<file path="src/rtl/sha1_w_schedule.sv">
// sha1_w_schedule: SHA-1 message-schedule front end, expands one 512-bit block into W[0..79].
//
// Ports:
//   clk, rst_n       rising-edge clock, synchronous active-low reset
//   blk_valid/ready  block handshake; blk_data[511:480] is word 0, blk_channel is the tag
//   w_valid/ready    word handshake; w_data = W[t], w_round = t, w_channel = latched tag,
//                    w_last marks round 79
//
// Build option: define SHA1_W_BYTESWAP_EN to byte-reverse each input word at load
// (little-endian hosts). Expansion and timing do not change.
module sha1_w_schedule #(
  parameter int DATA_WIDTH        = 32,
  parameter int CHANNEL_NUM_TOTAL = 64,
  parameter int CHANNEL_NUM_WIDTH = $clog2(CHANNEL_NUM_TOTAL)
) (
  input  logic                         clk,
  input  logic                         rst_n,
  input  logic                         blk_valid,
  output logic                         blk_ready,
  input  logic [16*DATA_WIDTH-1:0]     blk_data,
  input  logic [CHANNEL_NUM_WIDTH-1:0] blk_channel,
  output logic                         w_valid,
  input  logic                         w_ready,
  output logic [DATA_WIDTH-1:0]        w_data,
  output logic [6:0]                   w_round,
  output logic [CHANNEL_NUM_WIDTH-1:0] w_channel,
  output logic                         w_last
);
  typedef enum logic {IDLE, RUN} state_t;

  state_t                         state_q, state_d;
  logic [DATA_WIDTH-1:0]          win_q [16];
  logic [DATA_WIDTH-1:0]          win_d [16];
  logic [6:0]                     round_q, round_d;
  logic [CHANNEL_NUM_WIDTH-1:0]   chan_q, chan_d;
  logic [DATA_WIDTH-1:0]          mix;
  logic                           load, adv, done;

  function automatic logic [DATA_WIDTH-1:0] in_word(input logic [DATA_WIDTH-1:0] x);
`ifdef SHA1_W_BYTESWAP_EN
    return {x[7:0], x[15:8], x[23:16], x[31:24]};
`else
    return x;
`endif
  endfunction

  assign load      = state_q == IDLE && blk_valid;
  assign adv       = state_q == RUN && w_ready;
  assign done      = adv && round_q == 7'd79;
  assign mix       = win_q[13] ^ win_q[8] ^ win_q[2] ^ win_q[0];
  assign blk_ready = state_q == IDLE;
  assign w_valid   = state_q == RUN;
  assign w_data    = win_q[0];
  assign w_round   = round_q;
  assign w_channel = chan_q;
  assign w_last    = w_valid && round_q == 7'd79;

  always_comb begin
    state_d = load ? RUN : done ? IDLE : state_q;
    // cleared on the final advance too, so the counter never passes 79
    round_d = (load || done) ? 7'd0 : adv ? round_q + 7'd1 : round_q;
    chan_d  = load ? blk_channel : chan_q;
    for (int i = 0; i < 15; i++)
      win_d[i] = load ? in_word(blk_data[(15-i)*DATA_WIDTH +: DATA_WIDTH]) : adv ? win_q[i+1] : win_q[i];
    win_d[15] = load ? in_word(blk_data[DATA_WIDTH-1:0]) : adv ? {mix[DATA_WIDTH-2:0], mix[DATA_WIDTH-1]} : win_q[15];
  end

  always_ff @(posedge clk) begin
    if (!rst_n) begin
      state_q <= IDLE;
      round_q <= '0;
      chan_q  <= '0;
      win_q   <= '{default: '0};
    end else begin
      state_q <= state_d;
      round_q <= round_d;
      chan_q  <= chan_d;
      win_q   <= win_d;
    end
  end
endmodule

</file>
<file path="config.mk">
export PLATFORM = sky130hd
export DESIGN_NAME = sha1_w_schedule
export DESIGN_NICKNAME = d
export VERILOG_FILES = /design/src/rtl/sha1_w_schedule.sv
export SDC_FILE = /design/constraint.sdc
export NUM_CORES = 1
export LEC_CHECK = 0
export ABC_CLOCK_PERIOD_IN_PS = 2750
export CAP_MARGIN = 20
export CORE_MARGIN = 5
export CORE_UTILIZATION = 50
export DETAILED_ROUTE_END_ITERATION = 10
export PLACE_DENSITY = 0.91
export SYNTH_ARGS = -nofsm -noshare
export SYNTH_HDL_FRONTEND = slang
export SYNTH_SLANG_ARGS = --single-unit
</file>
<file path="constraint.sdc">
create_clock -name clk -period 2.75 [get_ports clk]
set_clock_uncertainty 0.2 [all_clocks]
set_input_delay 0.55 -clock clk [delete_from_list [all_inputs] [get_ports clk]]
set_output_delay 0.55 -clock clk [all_outputs]
set_load 0.02 [all_outputs]
</file>
==> results_dict.tcl, run 1 <==
set metrics [dict create \
    status "finished clean" \
    synth_ff_type "dfxtp_1" \
    post_drt_wl_per_cell_um 23.05 \
    post-route-drc-count 0 \
    port_buffers 569 \
    cts_resized 2 \
    synth.distinct_cells 37 \
    nNetsFinal 3953 \
    rsz0062_at_grt "false" \
    max-slew-margin-rel 0.5981 \
    multi_input_area_um2 10960 \
    period_share 0.9786 \
    synthTopCellsByArea "dfxtp_1 45%, nand2_1 16%, a31oi_1 13%" \
    synth_edf_count 0 \
    leakagePower_nw 11.72 \
    setup_ws_ns 0.05889 \
    syn_area_um2 23250 \
    core_area_um2 46260 \
    grt_pass1_wl_mm 135.8 \
    cts_setup_buffers 0 \
    syn_nets 3526 \
    maxCapViolCount 0 \
    fin_setup_tns_ns 0 \
    period_minus_slack_ns 2.691 \
    ctsLongestPathBuffers 3 \
    drive_gt1_frac 0.06225 \
    layout_commonest_cell "nand2_1" \
    cts.clk_slew.worst_paths_ns 0.06 \
    min_path_type "primary input to flop" \
    cts_root_buffer "clkbuf_16" \
    slew_violations 0 \
    numCtsBuffers 53 \
    antenna_left 0 \
    gp_congestion 0.9625 \
    async_flop_share 0 \
    synth-seq-cells 526 \
    vias_per_cell 6.041 \
    dp_slack_ns 0.1930 \
    dpl.cell_count 3982 \
    crit_arrival_ns 1.94 \
    vias 24700 \
    maxClockFrequency_mhz 371.6 \
    start_kind "flop" \
    worst_pin_slew_ns 0.6020 \
    grt_max_degree 82 \
    synthCells 3003 \
    final_cell_mix "973 x nand2_1, 567 x clkdlybuf4s50_1, 526 x dfxtp_1" \
    overflow 0 \
    ioPinCount 570 \
    crit_fanout 30 \
    area_delta_synth_final_pct 33.87 \
    drt_iter0_markers 3632 \
    initial_core_util 0.5025 \
    cts-htree-levels 2 \
    final_core_util 0.6728 \
    fillers 3593 \
    hold_violations 0 \
    stdcell_count 4089 \
    track_usage 0.3462 \
    grt_pass1_vias 22580 \
    first_pass_iters 6 \
    die-area_um2 50910 \
    setup_viol 0 \
    ys_seq_area_frac 0.4530 \
    cts_sinks 526 \
    worst_setup_path_end_kind "primary output" \
    routed_wl_mm 94.23 \
    ir_drop_v 0.0004193 \
    holdBufCountCts 0 \
    crit_required_ns 2.00 \
    cts_tree "built" \
    power_density_nw_per_um2 629.6 \
    worstSetupPathType "flop to primary output" \
    die_w_um 225.6 \
    die_y_um 225.6 \
    seq_area_um2 10530 \
    synth_top_area_share 0.4530 \
    insertion_delay_ns 0.61 \
    syn-mean-instance-area_um2 7.741 \
    placementRows 79 \
    hpwlAfterDp_mm 70.09 \
    yosys.area.top_type "dfxtp_1" \
    antenna_found_initial 19 \
    yosysWarnings 0 \
]
[final timing paths]
check | from | end | slack [ns] | cells past startpoint
worst max-delay path | w_valid | w_valid | 0.06 | 2
worst min-delay path | rst_n | win_q[270] | 0.17 | 3
worst max register to register | w_valid | win_q[449] | 0.62 | 6
worst min register to register | win_q[202] | win_q[202] | 0.26 | 2
[final cells by class]
type | instances | share of cell area
tap | 607 | 0.02440
sequential | 526 | 0.3384
antenna | 12 | 0.0009649
inverter | 2 | 0.0002412
multi-input combinational | 2153 | 0.3522
clock buffer | 77 | 0.04977
timing repair buffer | 694 | 0.2283
clock inverter | 18 | 0.005830
[metal layers]
layer,up-vias,share of wire,track usage
met5,-,0.00052,0
met4,8,0.049,0.1587
met3,251,0.10,0.05174
met2,1577,0.45,0.5470
met1,11570,0.39,0.4706
li1,11300,-,-
[report_power, final]
part / internal, mW / total, mW / switching [mW]
clock: 4.19 / 7.35 / 3.16
sequential: 8.26 / 8.87 / 0.605
combinational: 1.64 / 3.38 / 1.74
total: 14.1 / 19.6 / 5.51
[logic make-up (layout without fill, tap and decap cells)]
family,after synthesis,after routing,share of synthesized area
XOR/XNOR,98,98,0.03692
flip-flops,526,526,0.4530
other,0,12,0
AND/OR/NAND/NOR,1013,1013,0.1704
adder cells (fa/ha/maj),1,1,0.0005381
buffers and inverters,324,791,0.07675
multiplexers,2,2,0.0009149
AO/OA/AOI/OAI,1039,1039,0.2615
[worst max-delay path, cell delays in order (launching register included)]
cell and delay [ns]:
dfxtp_1 0.39, buf_6 0.28, clkdlybuf4s50_1 0.66
[synthesized netlist by cell type (all sizes together), types with 4 or more instances]
cell type  instances
a211o             21
a211oi             4
a21boi             6
a21oi             11
a31oi            480
and3b             21
buf              176
clkbuf           146
dfxtp            526
nand2            974
o211a             21
o21ai            483
o221ai            11
xnor2             54
xor2              44
[state kept, by name, indices dropped and copies added, names as in the netlist]
register   count
win_q        480
w_data        32
w_round        7
w_channel      6
w_valid        1
[through the flow]
step           power, mW  area (um^2)  hold slack, ns
2_1_floorplan      10.55        23250          0.2452
3_3_place_gp       12.21        29360          0.2496
3_5_place_dp       12.29        29360          0.2567
4_1_cts            19.51        31090          0.1517
5_1_grt            20.19        31120          0.1834
6_report           19.59        31120          0.1661
No activity file was read; power rests on OpenSTA's default activity.
==> inputs of run 2 (changes only) <==
Settings changed: PLACE_DENSITY 0.91 to default, PLACE_DENSITY_LB_ADDON from default to 0.25.
==> run 2 against run 1 <==
Effect of this change: critical path depth is the same; largest power group unchanged; combinational power about the same; sequential cell count did not move; sequential power is 0.6% lower.
==> results_dict.tcl, run 2 (synthesis results as in run 1) <==
set metrics [dict create \
    cp_slowest_stage_delay_ns 0.64 \
    cts_tree "built" \
    fillers 3831 \
    layout_commonest_cell "nand2_1" \
    grt_pass1_vias 22950 \
    numCtsBuffers 54 \
    nNetsFinal 3940 \
    worst-path-buf-inv 2 \
    start_kind "flop" \
    area_delta_synth_final_pct 34.12 \
    fin_area_um2 31180 \
    track_usage 0.3452 \
    grt_pass1_wl_mm 136.4 \
    grt_max_degree 92 \
    initial_core_util 0.5025 \
    core_area_um2 46260 \
    post-route-drc-count 0 \
    worstSetupPathType "flop to primary output" \
    cts.clk_slew.worst_paths_ns 0.06 \
    port_buffers 569 \
    die_y_um 225.6 \
    crit_fanout 12 \
    hold_violations 0 \
    cts_sinks 526 \
    path_cells "buf_4 -> clkdlybuf4s50_1" \
    die-area_um2 50910 \
    insertion_delay_ns 0.62 \
    multi_input_area_um2 10960 \
    maxClockFrequency_mhz 372.9 \
    power_density_nw_per_um2 637.2 \
    ctsLongestPathBuffers 3 \
    placedInstanceArea_um2 29330 \
    period_share 0.9751 \
    dpl.cell_count 3968 \
    slew_violations 0 \
    routed_wl_mm 92.75 \
    largest_register_ff_count 480 \
    overflow 0 \
    ir_drop_v 0.0004173 \
    final_cell_mix "973 x nand2_1, 567 x clkdlybuf4s50_1, 525 x dfxtp_1" \
    cts_setup_buffers 0 \
    stdcell_count 4075 \
    min_path_type "primary input to flop" \
    worst_setup_path_end_kind "primary output" \
    maxCapViolCount 0 \
    antenna_left 0 \
    crit_family "buffers and inverters" \
    power_mw 19.87 \
    post_drt_wl_per_cell_um 22.76 \
    leakagePower_nw 11.74 \
    vias 24190 \
    status "finished clean" \
    antenna_found_initial 7 \
    critPathSlowestCell "clkdlybuf4s50_1" \
    hpwlAfterDp_mm 69.95 \
    cts_root_buffer "clkbuf_16" \
    seq_area_um2 10530 \
    vias_per_cell 5.935 \
    drive_gt1_frac 0.05949 \
    final_core_util 0.6740 \
    ioPinCount 570 \
    crit_required_ns 2.00 \
    gp_congestion 0.9720 \
    first_pass_iters 8 \
    fin_setup_tns_ns 0 \
    drt_iter0_markers 3123 \
    worst_pin_slew_ns 0.5132 \
    max-slew-margin-rel 0.6554 \
    placementRows 79 \
    period_minus_slack_ns 2.682 \
    cts-htree-levels 2 \
    largest-register "win_q" \
    die_w_um 225.6 \
    setup_viol 0 \
    crit_arrival_ns 1.93 \
    rsz0062_at_grt "false" \
]
## run 2: changes by cell type in the layout (fill, tap and decap cells not counted), sizes merged, moves of 2 or more
cell / change
clkinvlp: -2
diode: -7
clkinv: -2
buf: -14
clkbuf: +11
## run 2: layer usage
layer  vias to the layer above  global-route usage  wire (um)
met2                      1320              0.5450      42050
met1                     11410              0.4727      37250
met5                         -                   0         15
met3                       193             0.05161       8965
met4                         2              0.1517       4468
li1                      11260                   -          -
## run 2: metrics by stage
| step | worst slack [ns] | hold slack [ns] |
|---|---|---|
| floorplan | 0.7963 | 0.2452 |
| global placement | 0.2352 | 0.2511 |
| detailed placement | 0.1901 | 0.2578 |
| CTS | 0.05065 | 0.08901 |
| global route | 0.001940 | 0.1189 |
| finish | 0.06847 | 0.1074 |
## run 2: final timing paths
check / from / end / slack, ns / depth (start not counted)
min: rst_n / win_q[266] / 0.11 / 3
min reg2reg: win_q[334] / win_q[334] / 0.27 / 2
max: w_valid / w_valid / 0.07 / 2
max reg2reg: w_valid / win_q[177] / 0.59 / 6
## run 2: final cells by class
type,count,share of cell area
clock inverter,14,0.006059
inverter,2,0.0002408
timing repair buffer,680,0.2268
antenna,5,0.0004013
tap,607,0.02436
clock buffer,88,0.05289
multi-input combinational,2153,0.3515
sequential,526,0.3378
## run 2: worst register-to-register path: cells and delay by family, from the launching register on
family                 cells  cell delay (ns)
AO/OA/AOI/OAI              1             0.18
buffers and inverters      3             0.79
flip-flops                 1             0.44
AND/OR/NAND/NOR            2             0.49
## run 2: timing repair
action / 4_1_cts / 5_1_grt
gates resized for setup: 2 / 1
hold buffers: 0 / 0
endpoints found under the setup margin: 2 / 1
## run 2: power by group
part	switching, mW	leakage, nW	internal, mW
clock network	3.17	0.908	4.47
registers	0.558	4.34	8.26
logic	1.77	6.48	1.65
